===== src/rtl/montacargas_cabina_pkg.sv =====
// Shared types for the freight-elevator shaft model: motor codes, cabin states, floor indices.
// Latency: none (types and constants only).
// Backpressure: none. MONTACARGAS_CABINA_INERCIA_EN adds the ST_START state.
package montacargas_pkg;

    typedef enum logic [1:0] {
        MOTOR_STOP = 2'b00,
        MOTOR_UP   = 2'b01,
        MOTOR_DOWN = 2'b10,
        MOTOR_INV  = 2'b11
    } motor_t;

    typedef enum logic [2:0] {
        ST_IDLE     = 3'd0,
        ST_MOV_UP   = 3'd1,
        ST_MOV_DOWN = 3'd2,
        ST_FAULT    = 3'd3
`ifdef MONTACARGAS_CABINA_INERCIA_EN
        , ST_START  = 3'd4
`endif
    } cabin_state_t;

    // Floor indices as seen by the controller (floor 1 is the bottom).
    localparam logic [1:0] FLOOR_1 = 2'd0;
    localparam logic [1:0] FLOOR_2 = 2'd1;
    localparam logic [1:0] FLOOR_3 = 2'd2;

    // Position of a floor, in steps, counted from the bottom of the shaft.
    function automatic int floor_pos(input int floor_idx, input int travel_ticks);
        return floor_idx * travel_ticks;
    endfunction

endpackage


===== src/rtl/montacargas_fc_decode.sv =====
// Window compare of cabin position against the three floor limit-switch zones.
// Latency: purely combinational, zero cycles.
// Backpressure: none; outputs follow i_pos continuously.
module montacargas_fc_decode #(
    parameter int TRAVEL_TICKS = 8,
    parameter int ZONE         = 1,
    parameter int PW           = 5
) (
    input  logic [PW-1:0] i_pos,
    output logic          o_fc1,
    output logic          o_fc2,
    output logic          o_fc3
);

    // Zones never overlap because ZONE < TRAVEL_TICKS/2, so at most one switch is high.
    localparam logic [PW-1:0] W1_HI = PW'(ZONE);
    localparam logic [PW-1:0] W2_LO = PW'(TRAVEL_TICKS - ZONE);
    localparam logic [PW-1:0] W2_HI = PW'(TRAVEL_TICKS + ZONE);
    localparam logic [PW-1:0] W3_LO = PW'(2 * TRAVEL_TICKS - ZONE);

    assign o_fc1 = (i_pos <= W1_HI);
    assign o_fc2 = (i_pos >= W2_LO) && (i_pos <= W2_HI);
    assign o_fc3 = (i_pos >= W3_LO);

endmodule


===== src/rtl/montacargas_cabina.sv =====
// Freight-elevator cabin plant: integrates motor commands into position and drives Fc1..Fc3.
// Latency: command at edge n sets state at edge n, first pos step at edge n+1 (STEP_DIV=1).
// Backpressure: none; overrun or code 11 latches a sticky fault. MONTACARGAS_CABINA_INERCIA_EN adds a start delay.
module montacargas_cabina
    import montacargas_pkg::*;
#(
    parameter int TRAVEL_TICKS = 8,
    parameter int ZONE         = 1,
    parameter int STEP_DIV     = 1,
    parameter int RESET_FLOOR  = 0,
    parameter int START_DELAY  = 3,
    localparam int PW          = $clog2(2 * TRAVEL_TICKS + 1)
) (
    input  logic          clk,
    input  logic          rst,
    input  logic [1:0]    motor,
    output logic          Fc1,
    output logic          Fc2,
    output logic          Fc3,
    output logic [PW-1:0] pos,
    output logic          moving,
    output logic          fault
);

    localparam int            PRW     = (STEP_DIV > 1) ? $clog2(STEP_DIV) : 1;
    localparam logic [PW-1:0] POS_TOP = PW'(2 * TRAVEL_TICKS);
    localparam logic [PW-1:0] POS_RST = PW'(floor_pos(RESET_FLOOR, TRAVEL_TICKS));

    // Reject geometries where zones would overlap or the reset floor does not exist.
    if (TRAVEL_TICKS < 4 || (TRAVEL_TICKS % 2) != 0 || ZONE >= TRAVEL_TICKS / 2 ||
        STEP_DIV < 1 || START_DELAY < 1 || RESET_FLOOR < 0 || RESET_FLOOR > int'(FLOOR_3)) begin : g_param_check
        $error("montacargas_cabina: illegal parameter set");
    end

    cabin_state_t   r_state, w_state_nxt;
    logic [PW-1:0]  r_pos, w_pos_nxt;
    logic [PRW-1:0] r_presc, w_presc_nxt;
    motor_t         w_cmd;
    motor_t         w_dir_cmd;
    logic           w_step_en;
    logic           w_up;
`ifdef MONTACARGAS_CABINA_INERCIA_EN
    localparam int CW = $clog2(START_DELAY + 1);
    logic [CW-1:0]  r_cnt, w_cnt_nxt;
    logic           r_dir, w_dir_nxt;   // 1 = pending ascent, 0 = pending descent
`endif

    assign w_cmd     = motor_t'(motor);
    assign w_step_en = ((r_state == ST_MOV_UP) || (r_state == ST_MOV_DOWN)) &&
                       (r_presc == PRW'(STEP_DIV - 1));

    // Next-state, position and prescaler update; a direction change always passes through IDLE.
    always_comb begin
        w_state_nxt = r_state;
        w_pos_nxt   = r_pos;
        w_presc_nxt = r_presc;
        w_up        = (r_state == ST_MOV_UP);
        w_dir_cmd   = w_up ? MOTOR_UP : MOTOR_DOWN;
`ifdef MONTACARGAS_CABINA_INERCIA_EN
        w_cnt_nxt   = r_cnt;
        w_dir_nxt   = r_dir;
`endif
        case (r_state)
            ST_IDLE: begin
                w_presc_nxt = '0;
                case (w_cmd)
                    MOTOR_STOP: w_state_nxt = ST_IDLE;
                    MOTOR_UP: begin
`ifdef MONTACARGAS_CABINA_INERCIA_EN
                        w_state_nxt = (r_pos == POS_TOP) ? ST_FAULT : ST_START;
                        w_dir_nxt   = 1'b1;
                        w_cnt_nxt   = '0;
`else
                        w_state_nxt = (r_pos == POS_TOP) ? ST_FAULT : ST_MOV_UP;
`endif
                    end
                    MOTOR_DOWN: begin
`ifdef MONTACARGAS_CABINA_INERCIA_EN
                        w_state_nxt = (r_pos == '0) ? ST_FAULT : ST_START;
                        w_dir_nxt   = 1'b0;
                        w_cnt_nxt   = '0;
`else
                        w_state_nxt = (r_pos == '0) ? ST_FAULT : ST_MOV_DOWN;
`endif
                    end
                    default: w_state_nxt = ST_FAULT;
                endcase
            end
`ifdef MONTACARGAS_CABINA_INERCIA_EN
            ST_START: begin
                w_dir_cmd = r_dir ? MOTOR_UP : MOTOR_DOWN;
                if (w_cmd == MOTOR_INV) begin
                    w_state_nxt = ST_FAULT;
                end else if (w_cmd != w_dir_cmd) begin
                    w_state_nxt = ST_IDLE;
                    w_cnt_nxt   = '0;
                end else if (r_cnt == CW'(START_DELAY - 1)) begin
                    w_state_nxt = r_dir ? ST_MOV_UP : ST_MOV_DOWN;
                    w_cnt_nxt   = '0;
                end else begin
                    w_cnt_nxt   = r_cnt + CW'(1);
                end
            end
`endif
            ST_MOV_UP, ST_MOV_DOWN: begin
                w_presc_nxt = w_step_en ? '0 : r_presc + PRW'(1);
                if (w_cmd == MOTOR_INV) begin
                    w_state_nxt = ST_FAULT;
                    w_presc_nxt = '0;
                end else if (w_cmd != w_dir_cmd) begin
                    // Stop or opposite command: park for at least one cycle.
                    w_state_nxt = ST_IDLE;
                    w_presc_nxt = '0;
                end else if (w_step_en) begin
                    if (w_up && (r_pos == POS_TOP)) begin
                        w_state_nxt = ST_FAULT;
                    end else if (!w_up && (r_pos == '0)) begin
                        w_state_nxt = ST_FAULT;
                    end else begin
                        w_pos_nxt = w_up ? (r_pos + PW'(1)) : (r_pos - PW'(1));
                    end
                end
            end
            ST_FAULT: w_state_nxt = ST_FAULT;
            default:  w_state_nxt = ST_FAULT;
        endcase
    end

    // State, position and counter registers with synchronous active-low reset.
    always_ff @(posedge clk) begin
        if (!rst) begin
            r_state <= ST_IDLE;
            r_pos   <= POS_RST;
            r_presc <= '0;
`ifdef MONTACARGAS_CABINA_INERCIA_EN
            r_cnt   <= '0;
            r_dir   <= 1'b0;
`endif
        end else begin
            r_state <= w_state_nxt;
            r_pos   <= w_pos_nxt;
            r_presc <= w_presc_nxt;
`ifdef MONTACARGAS_CABINA_INERCIA_EN
            r_cnt   <= w_cnt_nxt;
            r_dir   <= w_dir_nxt;
`endif
        end
    end

    assign pos    = r_pos;
    assign fault  = (r_state == ST_FAULT);
`ifdef MONTACARGAS_CABINA_INERCIA_EN
    assign moving = (r_state == ST_MOV_UP) || (r_state == ST_MOV_DOWN) || (r_state == ST_START);
`else
    assign moving = (r_state == ST_MOV_UP) || (r_state == ST_MOV_DOWN);
`endif

    montacargas_fc_decode #(
        .TRAVEL_TICKS (TRAVEL_TICKS),
        .ZONE         (ZONE),
        .PW           (PW)
    ) u_fc_decode (
        .i_pos (r_pos),
        .o_fc1 (Fc1),
        .o_fc2 (Fc2),
        .o_fc3 (Fc3)
    );

endmodule


===== config.mk =====
export PLATFORM = sky130hd
export DESIGN_NAME = montacargas_cabina
export DESIGN_NICKNAME = d
export VERILOG_FILES = /design/src/rtl/montacargas_cabina_pkg.sv /design/src/rtl/montacargas_fc_decode.sv /design/src/rtl/montacargas_cabina.sv
export SDC_FILE = /design/constraint.sdc
export NUM_CORES = 1
export LEC_CHECK = 0
export CORE_AREA = 5 5 47 49
export CTS_CLUSTER_DIAMETER = 100
export DETAILED_ROUTE_END_ITERATION = 7
export DIE_AREA = 0 0 52 54
export GPL_TIMING_DRIVEN = 0
export PLACE_DENSITY_LB_ADDON = 0.08
export SLEW_MARGIN = 30
export SYNTH_ARGS = -nofsm -noshare
export SYNTH_HDL_FRONTEND = slang
export SYNTH_SLANG_ARGS = --single-unit

===== constraint.sdc =====
create_clock -name clk -period 2.5 [get_ports clk]
set_clock_uncertainty 0.05 [all_clocks]
set_input_delay 0.75 -clock clk [delete_from_list [all_inputs] [get_ports clk]]
set_output_delay 0.75 -clock clk [all_outputs]
set_load 0.005 [all_outputs]

==> impl_metrics.toml, run 1 <==
[run_status]
status = "finished clean"

[min_path]
hold_start = "r_presc$_SDFFE_PN0N_"
hold_end = "r_presc$_SDFFE_PN0N_"
holdPathStages = 1
holdCritPathClass = "reg2reg"

[floorplanning]
row_count = 16
start_util_pct = 35.9
coreArea_um2 = 1820
fp.dieH_um = 54
ios = 14
chipWidth_um = 52
dieArea_um2 = 2810

[setup_path]
rr_worst_depth = 7
arrival_ps = 1590
end_kind = "output pin"
timing.rr.end = "pos[0]$_SDFFE_PN0P_"
crit_required_ps = 1700
r2r_start = "pos[0]$_SDFFE_PN0P_"
worstSetupStartpointType = "flip-flop"
crit_type = "reg2out"
rrSetupSlack_ps = 610
critPathMaxFanout = 8

[place]
dpl.hpwl_mm = 1.01
dp.cells = 120
gp_congestion = 0.775
io_buffers = 13

[grt]
groute.usage.overall_pct = 11.3
grt_pass1_wl_mm = 2.30
grt_max_degree = 11
antenna_found_initial = 0
grt_pass1_vias = 514
grt.overflow.total = 0

[drt]
wl_met2_um = 582
wl_met1_um = 720
routedWlPerCell_um = 11.0
drt_pass1_iterations = 4
routed.top_layer = "met4"
vias = 589
wl_met3_um = 57
drt-initial-drc-count = 8
viasPerCell = 4.75
postRouteAntennaNets = 0
drt_wl_total_mm = 1.37
route.detailed.drc = 0

[pwr]
power_leakage_nw = 0.357
power_density_nw_per_um2 = 832
ir_drop_mv = 0.472

[logic_synthesis]
syn_nets = 91
synthAdderAreaFrac_pct = 13.4
synth_top_family_by_area = "simple AND/OR/NAND/NOR gates"
synth-simple-area-share_pct = 24.3
synth_edf_count = 0
synth_xor_xnor_area_share_pct = 2.68
syn-instance-count = 80
synthArstFlopShare_pct = 0
syn_area_um2 = 653
synth-seq-area-share_pct = 24.5
synth-seq-cells = 8
ys_warn_count = 0
synth_cell_types = 34
synth-compound-area-share_pct = 19.0
synthMuxAreaShare_pct = 7.85
syn_area_per_cell_um2 = 8.16
synthFlopType = "dfxtp_1"

[layout]
diodes = 0
fill_cells = 192
layout-drive-gt1-share_pct = 18.6
fin_util_pct = 46.7
fin_cells = 124
regArea_um2 = 168
finalNetCount = 110
multi_input_area_um2 = 442
syn2layout_area_growth_pct = 30.3

[job]
maxCapViolations = 0

[timing]
setup_violations = 0
slew_violations = 0
rsz0062_at_grt = "no"
fin_crit_ps = 2390
clock.fmax_ghz = 0.419
relSlewSlack_pct = 62.6
tightest_slew_ps = 560
finalHoldViolCount = 0
fin_crit_sh_pct = 95.4

[clock_network]
hold_buffers = 0
cts-htree-levels = 1
cts_buffers = 3
clkLatencyLatePin_ps = 260
cts_tree = "yes"
cts-root-buf = "clkbuf_4"
clockBufferDepth = 2
clk_pin_slew_ps = 60
cts.sinks = 8
-- synth_stat cells, drive strengths merged (2+ instances only) --
master  number  area share (%)
nand4        2             1.9
inv          7             4.0
buf          3             3.6
xnor2        2             2.7
o211a        2             3.1
o21ai        5             4.4
nor3b        2             3.1
nand2        9             5.2
a21oi        3             2.3
mux2i        4             6.1
and3         2             1.9
nor2         7             4.0
a31oi        2             1.9
ha           7              13
dfxtp        8              25
-- registers in the layout, indices dropped and copies added, names as in the netlist --
signal,flops
r_presc,1
pos,5
r_state,2
-- critical path, stage by stage (launching register included) --
cell	delay, ps
dfxtp_4	370
inv_1	70
ha_1	130
nor2_1	50
nor4_1	160
clkdlybuf4s50_1	540
-- final cells by class --
type                       instances  share of cell area (%)
inverter                           7                    3.09
tap                               27                    3.97
multi-input combinational         61                    51.9
timing repair buffer              14                    15.4
buffer                             4                    3.24
sequential                         8                    19.7
clock buffer                       3                    2.65
-- layer usage --
layer  global-route usage [%]  up-vias
li1                         -      318
met1                     14.2      260
met2                     17.6        9
met3                     3.32        2
met4                     5.24        0
met5                        0        -
-- report_power, final --
group / switching (mW) / internal [mW]
logic: 0.199 / 0.222
clock network: 0.0489 / 0.0553
registers: 0.0282 / 0.155
-- logic make-up after synthesis --
kind of cell | after synthesis
adder cells (fa/ha/maj) | 7
AND/OR/NAND/NOR | 29
flip-flops | 8
XOR/XNOR | 2
AO/OA/AOI/OAI | 18
buffers and inverters | 11
multiplexers | 5
-- what timing repair did --
| action | CTS | global route |
|---|---|---|
| resized for setup | 7 | 2 |
| endpoints found under the hold margin | 0 | 0 |
| setup buffers | 1 | 0 |
| setup endpoints to repair | 3 | 1 |
-- metrics by stage --
| stage | hold slack (ps) | power (mW) | setup TNS [ps] | area [µm²] | worst slack [ps] |
|---|---|---|---|---|---|
| 3_5_place_dp | 442 | 0.601 | -88.3 | 817 | -88.3 |
| 3_3_place_gp | 438 | 0.602 | -101 | 817 | -101 |
| 5_1_grt | 479 | 0.774 | 0 | 851 | 15.9 |
| 4_1_cts | 453 | 0.718 | 0 | 855 | 5.26 |
| 2_1_floorplan | 425 | 0.467 | 0 | 653 | 456 |
| 6_report | 451 | 0.708 | 0 | 851 | 114 |
-- worst max-delay path by stage --
stage                                   start   to  slack (ps)  cells after the start
after floorplan           pos[0]$_SDFFE_PN0P_  Fc2         460                      4
after global placement    pos[0]$_SDFFE_PN0P_  Fc2        -100                      5
after detailed placement  pos[0]$_SDFFE_PN0P_  Fc2         -90                      5
after CTS                 pos[1]$_SDFFE_PN0P_  Fc2           5                      6
after global routing      pos[1]$_SDFFE_PN0P_  Fc2          20                      6
final                     pos[1]$_SDFFE_PN0P_  Fc1         110                      5
-- placed cells by master, fill, tap and decap left out, types with 2 or more instances in the layout --
cell / count
dfxtp_4: 2
ha_1: 6
mux2i_1: 4
clkdlybuf4s50_1: 11
xnor2_1: 2
a31oi_1: 2
inv_1: 7
a21oi_1: 3
nand2_1: 9
dfxtp_1: 6
nand4_1: 2
clkbuf_4: 3
o21ai_0: 4
o211a_1: 2
nor2_1: 7
buf_4: 2
and3_1: 2
No activity file was read; power rests on OpenSTA's default activity.
==> run 2, diff against run 1 <==
--- a/config.mk
+++ b/config.mk
@@ -11,6 +11,7 @@
 export DIE_AREA = 0 0 52 54
 export GPL_TIMING_DRIVEN = 0
 export PLACE_DENSITY_LB_ADDON = 0.08
+export RECOVER_POWER = 50
 export SLEW_MARGIN = 30
 export SYNTH_ARGS = -nofsm -noshare
 export SYNTH_HDL_FRONTEND = slang
==> impl_metrics.toml, run 2 (same netlist as run 1, synthesis figures left out) <==
[run_status]
status = "finished clean"

[layout]
fin_cells = 124
largest_register_ffs = 5
fin_area_um2 = 845
diodes = 0
final_cell_mix = "9 x nand2_1, 8 x clkdlybuf4s50_1, 7 x inv_1, 7 x nor2_1"
fin_util_pct = 46.4
finalNetCount = 110
syn2layout_area_growth_pct = 29.3
layout-drive-gt1-share_pct = 16.5
layout_commonest_cell = "nand2_1"

[place]
gp_congestion = 0.775
dpl.hpwl_mm = 1.01
dp_worst_setup_slack_ps = -88.3
io_buffers = 13
dp.cells = 120
detailed_place.area_um2 = 817

[timing]
fin_ws_ps = 106
hold_ws_ps = 451
finalHoldViolCount = 0
fin_crit_sh_pct = 95.8
fin_crit_ps = 2390
clock.fmax_ghz = 0.418
rsz0062_at_grt = "no"
slew_violations = 0
setup_violations = 0
setup_tns_ps = 0
tightest_slew_ps = 640
relSlewSlack_pct = 56.9

[setup_path]
critPathMaxFanout = 8
worstSetupStartpointType = "flip-flop"
arrival_ps = 1590
crit_type = "reg2out"
end_kind = "output pin"
crit_required_ps = 1700

[drt]
drt_wl_total_mm = 1.38
viasPerCell = 4.74
route.detailed.drc = 0
vias = 588
drt_pass1_iterations = 4
drt-initial-drc-count = 8
routedWlPerCell_um = 11.1
postRouteAntennaNets = 0

[job]
maxCapViolations = 0

[pwr]
ir_drop_mv = 0.472
power_density_nw_per_um2 = 817
power.total_uw = 690
power_leakage_nw = 0.360

[grt]
grt_pass1_wl_mm = 2.30
grt_pass1_vias = 514
grt_max_degree = 11
groute.usage.overall_pct = 11.3
antenna_found_initial = 0
grt.overflow.total = 0

[floorplanning]
dieArea_um2 = 2810
start_util_pct = 35.9
coreArea_um2 = 1820
row_count = 16
chipWidth_um = 52
fp.dieH_um = 54
ios = 14

[clock_network]
clk_pin_slew_ps = 60
cts.sinks = 8
clkLatencyLatePin_ps = 270
clockBufferDepth = 2
cts-root-buf = "clkbuf_4"
cts_buffers = 3
cts_tree = "yes"
cts-htree-levels = 1

[min_path]
holdCritPathClass = "reg2reg"
==> run 2: cell count changes in the layout (fill, tap and decap cells not counted) <==
cell and delta:
and2_0 +1, and2_4 -1, dlygate4sd3_1 +3, o21ai_0 +1, clkdlybuf4s50_1 -3, o21ai_2 -1
==> run 2: path summary, 6_finish.rpt <==
| kind | start | to | cells past startpoint | slack (ps) |
|---|---|---|---|---|
| setup reg to reg | pos[0]$_SDFFE_PN0P_ | pos[0]$_SDFFE_PN0P_ | 7 | 500 |
| hold reg to reg | r_presc$_SDFFE_PN0N_ | r_presc$_SDFFE_PN0N_ | 1 | 450 |
| setup / recovery | pos[1]$_SDFFE_PN0P_ | Fc1 | 5 | 110 |
| hold / removal | r_presc$_SDFFE_PN0N_ | r_presc$_SDFFE_PN0N_ | 1 | 450 |
==> run 2: area by class of cell <==
class / instances / area [µm²]
sequential: 8 / 168
timing repair buffer: 14 / 131
inverter: 7 / 26.3
multi-input combinational: 61 / 435
fill: 193 / 977
tap: 27 / 33.8
clock buffer: 3 / 22.5
buffer: 4 / 27.5
==> run 2: power breakdown <==
part | switching, mW | leakage, nW | internal [mW]
Combinational | 0.194 | 0.280 | 0.205
Sequential | 0.0281 | 0.0667 | 0.155
Clock | 0.0522 | 0.0138 | 0.0555
Total | 0.274 | 0.360 | 0.416
==> run 2: worst max-delay path, stage by stage, from the launching register on <==
cell and delay (ps):
dfxtp_4 370, inv_1 70, ha_1 130, nor2_1 50, nor4_1 160, clkdlybuf4s50_1 540
==> run 2: per-layer routing <==
metal	up-vias	global-route usage, %	share of wire [%]	routed length [µm]
met2	12	17.6	40	555
met3	5	3.32	4.9	68
met5	-	0	0	0
met1	252	14.2	52	718
met4	0	5.24	2.5	34
li1	319	-	-	-
==> run 2: timing repair <==
action                                  4_1_cts  5_1_grt
resized for setup                             7        2
buffers inserted                              1        0
hold buffers                                  0        0
endpoints found under the setup margin        3        1
